## src/rtl/multiplicador_seq_param.sv

```systemverilog
// Sequential shift-add multiplier with generic operand width and optional
// two's-complement mode; one product every WIDTH+2 cycles.
module multiplicador_seq_param #(
  parameter int WIDTH     = 8,
  parameter int SIGNED_EN = 1,
  localparam int CNT_W    = $clog2(WIDTH + 2)
) (
  input  logic                 clk,
  input  logic                 rst,
  input  logic                 start,
  input  logic                 signed_mode,
  input  logic [WIDTH-1:0]     a,
  input  logic [WIDTH-1:0]     b,
  output logic [2*WIDTH-1:0]   product,
  output logic                 busy,
  output logic                 load_signal,
  output logic                 calc_signal,
  output logic                 done_signal,
  output logic [CNT_W-1:0]     count
);

  localparam logic [CNT_W-1:0] CNT_DONE = CNT_W'(WIDTH + 1);
  localparam bit               SGN_EN   = (SIGNED_EN != 0);

  // Magnitude of a two's-complement operand; the most negative value maps
  // onto itself, which is the correct unsigned magnitude.
  function automatic logic [WIDTH-1:0] abs_w(input logic [WIDTH-1:0] v);
    return v[WIDTH-1] ? (~v + 1'b1) : v;
  endfunction

  function automatic logic [2*WIDTH-1:0] neg_p(input logic [2*WIDTH-1:0] v);
    return ~v + 1'b1;
  endfunction

  logic [CNT_W-1:0] count_q, count_d;
  logic [WIDTH-1:0] m_q, m_d;
  logic [WIDTH-1:0] q_q, q_d;
  logic [WIDTH-1:0] h_q, h_d;
  logic             s_q, s_d;
  logic [WIDTH:0]   sum;
  logic             sgn;

  assign load_signal = (count_q == '0);
  assign done_signal = (count_q == CNT_DONE);
  assign calc_signal = !load_signal && !done_signal;
  assign busy        = !load_signal;
  assign count       = count_q;

  always_comb begin
    count_d = count_q;
    m_d     = m_q;
    q_d     = q_q;
    h_d     = h_q;
    s_d     = s_q;
    sum     = '0;
    sgn     = signed_mode & SGN_EN;
    if (load_signal) begin
      if (start) begin
        m_d     = sgn ? abs_w(a) : a;
        q_d     = sgn ? abs_w(b) : b;
        s_d     = sgn & (a[WIDTH-1] ^ b[WIDTH-1]);
        h_d     = '0;
        count_d = CNT_W'(1);
      end
    end else if (calc_signal) begin
      // Carry of the add drops straight into H's MSB during the shift.
      sum     = {1'b0, h_q} + {1'b0, (q_q[0] ? m_q : '0)};
      h_d     = sum[WIDTH:1];
      q_d     = {sum[0], q_q[WIDTH-1:1]};
      count_d = count_q + 1'b1;
    end else begin
      count_d = '0;
    end
  end

  always_ff @(posedge clk) begin
    if (rst) begin
      count_q <= '0;
      m_q     <= '0;
      q_q     <= '0;
      h_q     <= '0;
      s_q     <= 1'b0;
    end else begin
      count_q <= count_d;
      m_q     <= m_d;
      q_q     <= q_d;
      h_q     <= h_d;
      s_q     <= s_d;
    end
  end

  assign product = s_q ? neg_p({h_q, q_q}) : {h_q, q_q};

endmodule

```

## config.mk

```make
export PLATFORM = sky130hd
export DESIGN_NAME = multiplicador_seq_param
export DESIGN_NICKNAME = d
export VERILOG_FILES = /design/src/rtl/multiplicador_seq_param.sv
export SDC_FILE = /design/constraint.sdc
export NUM_CORES = 1
export LEC_CHECK = 0
export ABC_CLOCK_PERIOD_IN_PS = 2600
export CAP_MARGIN = 25
export CORE_MARGIN = 4
export CORE_UTILIZATION = 51
export DETAILED_ROUTE_END_ITERATION = 6
export PLACE_DENSITY = 0.8
export SETUP_SLACK_MARGIN = 0.15
export SYNTH_ARGS = -nofsm -noshare
export SYNTH_HDL_FRONTEND = slang
export SYNTH_SLANG_ARGS = --single-unit
```

## constraint.sdc

```tcl
create_clock -name clk -period 2.6 [get_ports clk]
set_clock_uncertainty 0.1 [all_clocks]
set_input_delay 0.39 -clock clk [delete_from_list [all_inputs] [get_ports clk]]
set_output_delay 0.39 -clock clk [all_outputs]
set_load 0.02 [all_outputs]
```

* Yosys cells after proc, flatten, opt, wreduce, memory -nomap -nowiden
Cells that the tools add are included.
W data, S select, Z words.
** Storage, ports and cells
- Register bits after elaboration :: 29
- Input port bits :: 20
- Logic and storage cells :: 39
** Cells by class
- Add/subtract/negate cells :: 5
- Eq/ne operators :: 2
- Multiplexer cells :: 15
- Bitwise gates (word level) :: 5
- Reduce and logical (&&, ||, !) cells :: 7
** Operators with widths (count)
- $mux W8 :: 11
- $add A16 B1 Y16 const B :: 1
- $add A8 B1 Y8 const B :: 2
- $mux W16 :: 1
- $not A16 Y16 :: 1
- $not A8 Y8 :: 2
- $mux W4 :: 3
- $add A8 B8 Y9 :: 1
- $add A4 B1 Y4 const B :: 1
- $eq A4 B4 Y1 const B :: 1
- $logic_not A4 Y1 :: 1
- $reduce_and A2 Y1 :: 2
- $logic_not A1 Y1 :: 2
- $ne A2 B2 Y1 const B :: 1
- $reduce_bool A2 Y1 :: 1
- $and A1 B1 Y1 :: 1
- $logic_and A1 B1 Y1 :: 1
- $xor A1 B1 Y1 :: 1

* Depth between registers and ports, before layout
- Depth in word-level cells :: 6
- Mapped depth :: 10

* Worst setup path before layout
OpenSTA, ideal clock, no wires.
- Path kind :: register to register
- From :: register q_q[0]
- To :: register h_q[5]
- Library setup time :: 117 ps
- Arrival time :: 1979 ps
- Required time :: 2383 ps
- Path slack :: 404 ps
- Cell stages (with the launch flop) :: 10
- Path buffers :: 1
- Clock period less this slack :: 2196 ps
- Cells stage by stage :: dfxtp_1 -> clkbuf_1 -> and2_1 -> ha_1 -> fa_1 -> a211oi_1 -> o21bai_1 -> a21oi_1 -> xnor2_1 -> a22o_1
** Between the ends
- Cells in the longest elaborated chain, start to end :: 4
** Ends and longest elaborated chain
- start: declaration :: RTL line 37 : logic [WIDTH-1:0] q_q, q_d;
- start signal: assignment :: RTL line 86 : q_q <= q_d;
- $mux W8 :: RTL line 67 : sum = {1'b0, h_q} + {1'b0, (q_q[0] ? m_q : '0)};
- $add A8 B8 Y9 :: RTL line 67
- $mux W8 :: RTL line 65 : end else if (calc_signal) begin
- $mux W8 :: RTL line 57 : if (load_signal) begin
- end signal: assignment :: RTL line 81 : h_q <= '0;
- end signal: assignment :: RTL line 87 : h_q <= h_d;
- end: declaration :: RTL line 38 : logic [WIDTH-1:0] h_q, h_d;
No other way between the ends. The select of a mux whose other input is x is not followed.
A chain may end at the register's enable or synchronous reset.

* Final worst setup path
- From :: register h_q[1]
- To :: output port product[14]
** Between the ends
- Cells in the longest elaborated chain, start to end :: 3
** Ends and longest elaborated chain
- $not A16 Y16 :: RTL line 32 : return ~v + 1'b1;
- $add A16 B1 Y16 :: RTL line 32
- $mux W16 :: RTL line 92 : assign product = s_q ? neg_p({h_q, q_q}) : {h_q, q_q};
- end: declaration :: RTL line 14 : output logic [2*WIDTH-1:0] product,
No other way between the ends.

==> impl_metrics.env <==
export IMPL_status="completed"
export IMPL_dieArea_sq_um=5229
export IMPL_synth_edf_count=0
export IMPL_area_delta_synth_final_pct=32.09
export IMPL_antenna_left=0
export IMPL_power_frac_seq_pct=29.7
export IMPL_ios=44
export IMPL_drc=0
export IMPL_path_cells="or3_1, or2_1, or3_1, a21oi_2, xnor2_1, buf_4"
export IMPL_vias_per_cell=5.446
export IMPL_yosys_top_cells_count="dfxtp_1 (29), nor2_1 (28), nand2_1 (23), xnor2_1 (20), a21oi_1 (18)"
export IMPL_rsz0062_at_grt="yes"
export IMPL_switchingPower_mw=0.7528
export IMPL_internal_power_mw=1.165
export IMPL_critPathCaptureType="primary output"
export IMPL_postCtsSetupBuffers=0
export IMPL_layout_drive_gt1_share_pct=15.94
export IMPL_yosysMostFrequentCell="dfxtp_1"
export IMPL_grt_max_degree=18
export IMPL_cts_tree="yes"
export IMPL_nFillCells=340
export IMPL_core_area_sq_um=4000
export IMPL_stdcell_area_sq_um=2786
export IMPL_synthesis_nets=297
export IMPL_clk_pin_slew_worst_paths_ns=0.06
export IMPL_grt_antenna_before_repair=0
export IMPL_syn_mean_instance_area_sq_um=8.052
export IMPL_period_needed_ns=2.439
export IMPL_grt_usage_pct=19.25
export IMPL_critPathKind="reg -> out"
export IMPL_clock_sinks=29
export IMPL_ys_ff_latch=29
export IMPL_synth_area_leaders="dfxtp_1 (28%), ha_1 (8.3%), xnor2_1 (8.3%), nor2_1 (5.0%), xor2_1 (4.6%)"
export IMPL_hold_path_class="reg -> reg"
export IMPL_drv_cap=0
export IMPL_drt_total_wl_microns=4686
export IMPL_setup_viol=0
export IMPL_initial_utilization_pct=52.74
export IMPL_cp_max_fo=2
export IMPL_slowest_stage="or3_1"
export IMPL_yosysTopAreaCell="dfxtp_1"
export IMPL_gp_congestion=0.9143
export IMPL_tns_ns=0
export IMPL_hold_violations=0
export IMPL_htree_levels=2
export IMPL_ys_warn_count=0
export IMPL_clock_power_share_pct=21.1
export IMPL_power_density_nw_per_um2=688.2
export IMPL_vias=2015
export IMPL_firstDrtPassIters=4
export IMPL_synthFlopType="dfxtp_1"
export IMPL_placement_rows=23
export IMPL_fp_dieW_microns=72.32
export IMPL_numCtsBuffers=5
export IMPL_io_buffers=43
export IMPL_clk_latency_ns=0.28
export IMPL_vdd_ir_drop_max_mv=0.4842
export IMPL_grt_pass1_wl_microns=8066
export IMPL_drv_slew=0
export IMPL_leakagePower_nw=1.297
export IMPL_first_global_vias=1883
export IMPL_antenna_cells=0
export IMPL_period_share_pct=93.79
export IMPL_cp_required_ns=2.11
export IMPL_tightest_slew_ns=0.4234
export IMPL_synthArstFlopShare_pct=0
export IMPL_holdBufCountCts=0
export IMPL_setup_ws_ns=0.1614
export IMPL_dp_final_hpwl_microns=3613
export IMPL_nets=354
export IMPL_cp_slowest_stage_delay_ns=0.40
export IMPL_cts_buffer_depth=2
export IMPL_syn_inst=262
export IMPL_comb_power_share_pct=49.2
export IMPL_yosysTopAreaCellShare_pct=27.52
export IMPL_routedWlPerCell_microns=12.66
export IMPL_whs_ns=0.3709
export IMPL_worstPathArrival_ns=1.95
export IMPL_place_worst_setup_slack_ns=0.01254
export IMPL_yosysUniqueCellTypes=49
export IMPL_crit_top_cell="or3_1"
export IMPL_slew_headroom_pct=71.68
export IMPL_globalRouteOverflowTotal=0
export IMPL_critPathLaunchType="flip-flop"
export IMPL_drt_iter0_markers=97
export IMPL_cts_root_buffer="clkbuf_8"
export IMPL_die_y_microns=72.32
export IMPL_ys_seq_area_share_pct=27.52
export IMPL_swShare_pct=39.26
export IMPL_clock_fmax_mhz=410.1
export IMPL_place_area_sq_um=2676
export IMPL_netlist_area_sq_um=2110
timing repair:
item                                    CTS  global route
endpoints found under the setup margin   14            17
gates resized for setup                  31            21
pin swaps                                 0             1
logic make-up after synthesis:
| kind of cell | Yosys count | share of synthesized area (%) |
|---|---|---|
| flip-flops | 29 | 27.52 |
| AO/OA/AOI/OAI | 75 | 24.44 |
| XOR/XNOR | 31 | 12.87 |
| buffers and inverters | 22 | 4.626 |
| AND/OR/NAND/NOR | 89 | 20.76 |
| adder cells (fa/ha/maj) | 15 | 9.253 |
| multiplexers | 1 | 0.5338 |
registers in the layout (all words and copies together) (netlist names):
| signal | cells |
|---|---|
| h_q | 8 |
| m_q | 8 |
| q_q | 8 |
| count | 4 |
| s_q | 1 |
routing by layer:
metal	up-vias	share of wire (%)	track usage, %
met2	57	48	31.55
met1	899	44	24.10
li1	1049	-	-
met4	0	1.8	7.933
met5	-	0	0
met3	10	6.1	4.709
placed cells by master (no fill, tap or decap), types with 3 or more instances in the layout:
cell / instances
a211oi_1: 10
a21oi_1: 17
a221oi_1: 3
a22o_1: 4
a22oi_1: 4
and2_1: 8
buf_4: 17
clkbuf_2: 4
clkbuf_8: 7
clkdlybuf4s50_1: 26
dfxtp_1: 27
dlymetal6s2s_1: 5
ha_1: 14
inv_1: 11
nand2_1: 22
nand3_1: 8
nor2_1: 28
nor3_1: 7
o21ai_0: 10
o31ai_1: 4
or3_1: 6
xnor2_1: 20
xor2_1: 11
worst max-delay path, delay by kind of cell, from the launching register on:
| kind | cells | cell delay, ns |
|---|---|---|
| and+or+nand+nor | 3 | 0.96 |
| xor gates and xnor gates | 1 | 0.12 |
| buffers and inverters | 1 | 0.16 |
| AOI/OAI and AO/OA | 1 | 0.14 |
| DFF | 1 | 0.30 |
path summary, 6_finish.rpt:
check,start,to,slack (ns),cells after the start
worst max register to register,q_q[0],h_q[5],0.30,9
worst min-delay path,m_q[0],m_q[0],0.37,2
worst max-delay path,h_q[1],product[14],0.16,6
worst min register to register,m_q[0],m_q[0],0.37,2
area by class of cell:
class,count,area [sq um],share of cell area (%)
multi-input combinational,211,1458,52.31
tap,50,62.56,2.245
timing repair buffer,59,530.5,19.04
clock buffer,7,96.34,3.458
clock inverter,1,5.005,0.1796
sequential,29,583.1,20.93
inverter,13,51.30,1.841
per-stage QoR:
| step | power, mW | cells | util, % |
|---|---|---|---|
| floorplan | 1.172 | 262 | - |
| global placement | 1.522 | 362 | 66.91 |
| detailed placement | 1.532 | 362 | 66.91 |
| CTS | 1.922 | 370 | 69.47 |
| global route | 2.040 | 370 | 69.66 |
| finish | 1.918 | 370 | 69.66 |
power by group through the flow:
stage          registers (mW)  logic [mW]  clock network, mW
6_report                0.570       0.944              0.404
5_1_grt                 0.578        1.04              0.422
4_1_cts                 0.569       0.946              0.406
3_5_place_dp            0.573       0.960                  0
3_3_place_gp            0.571       0.951                  0
2_1_floorplan           0.586       0.585                  0
Note: power is estimated with default switching activity, not from simulation.
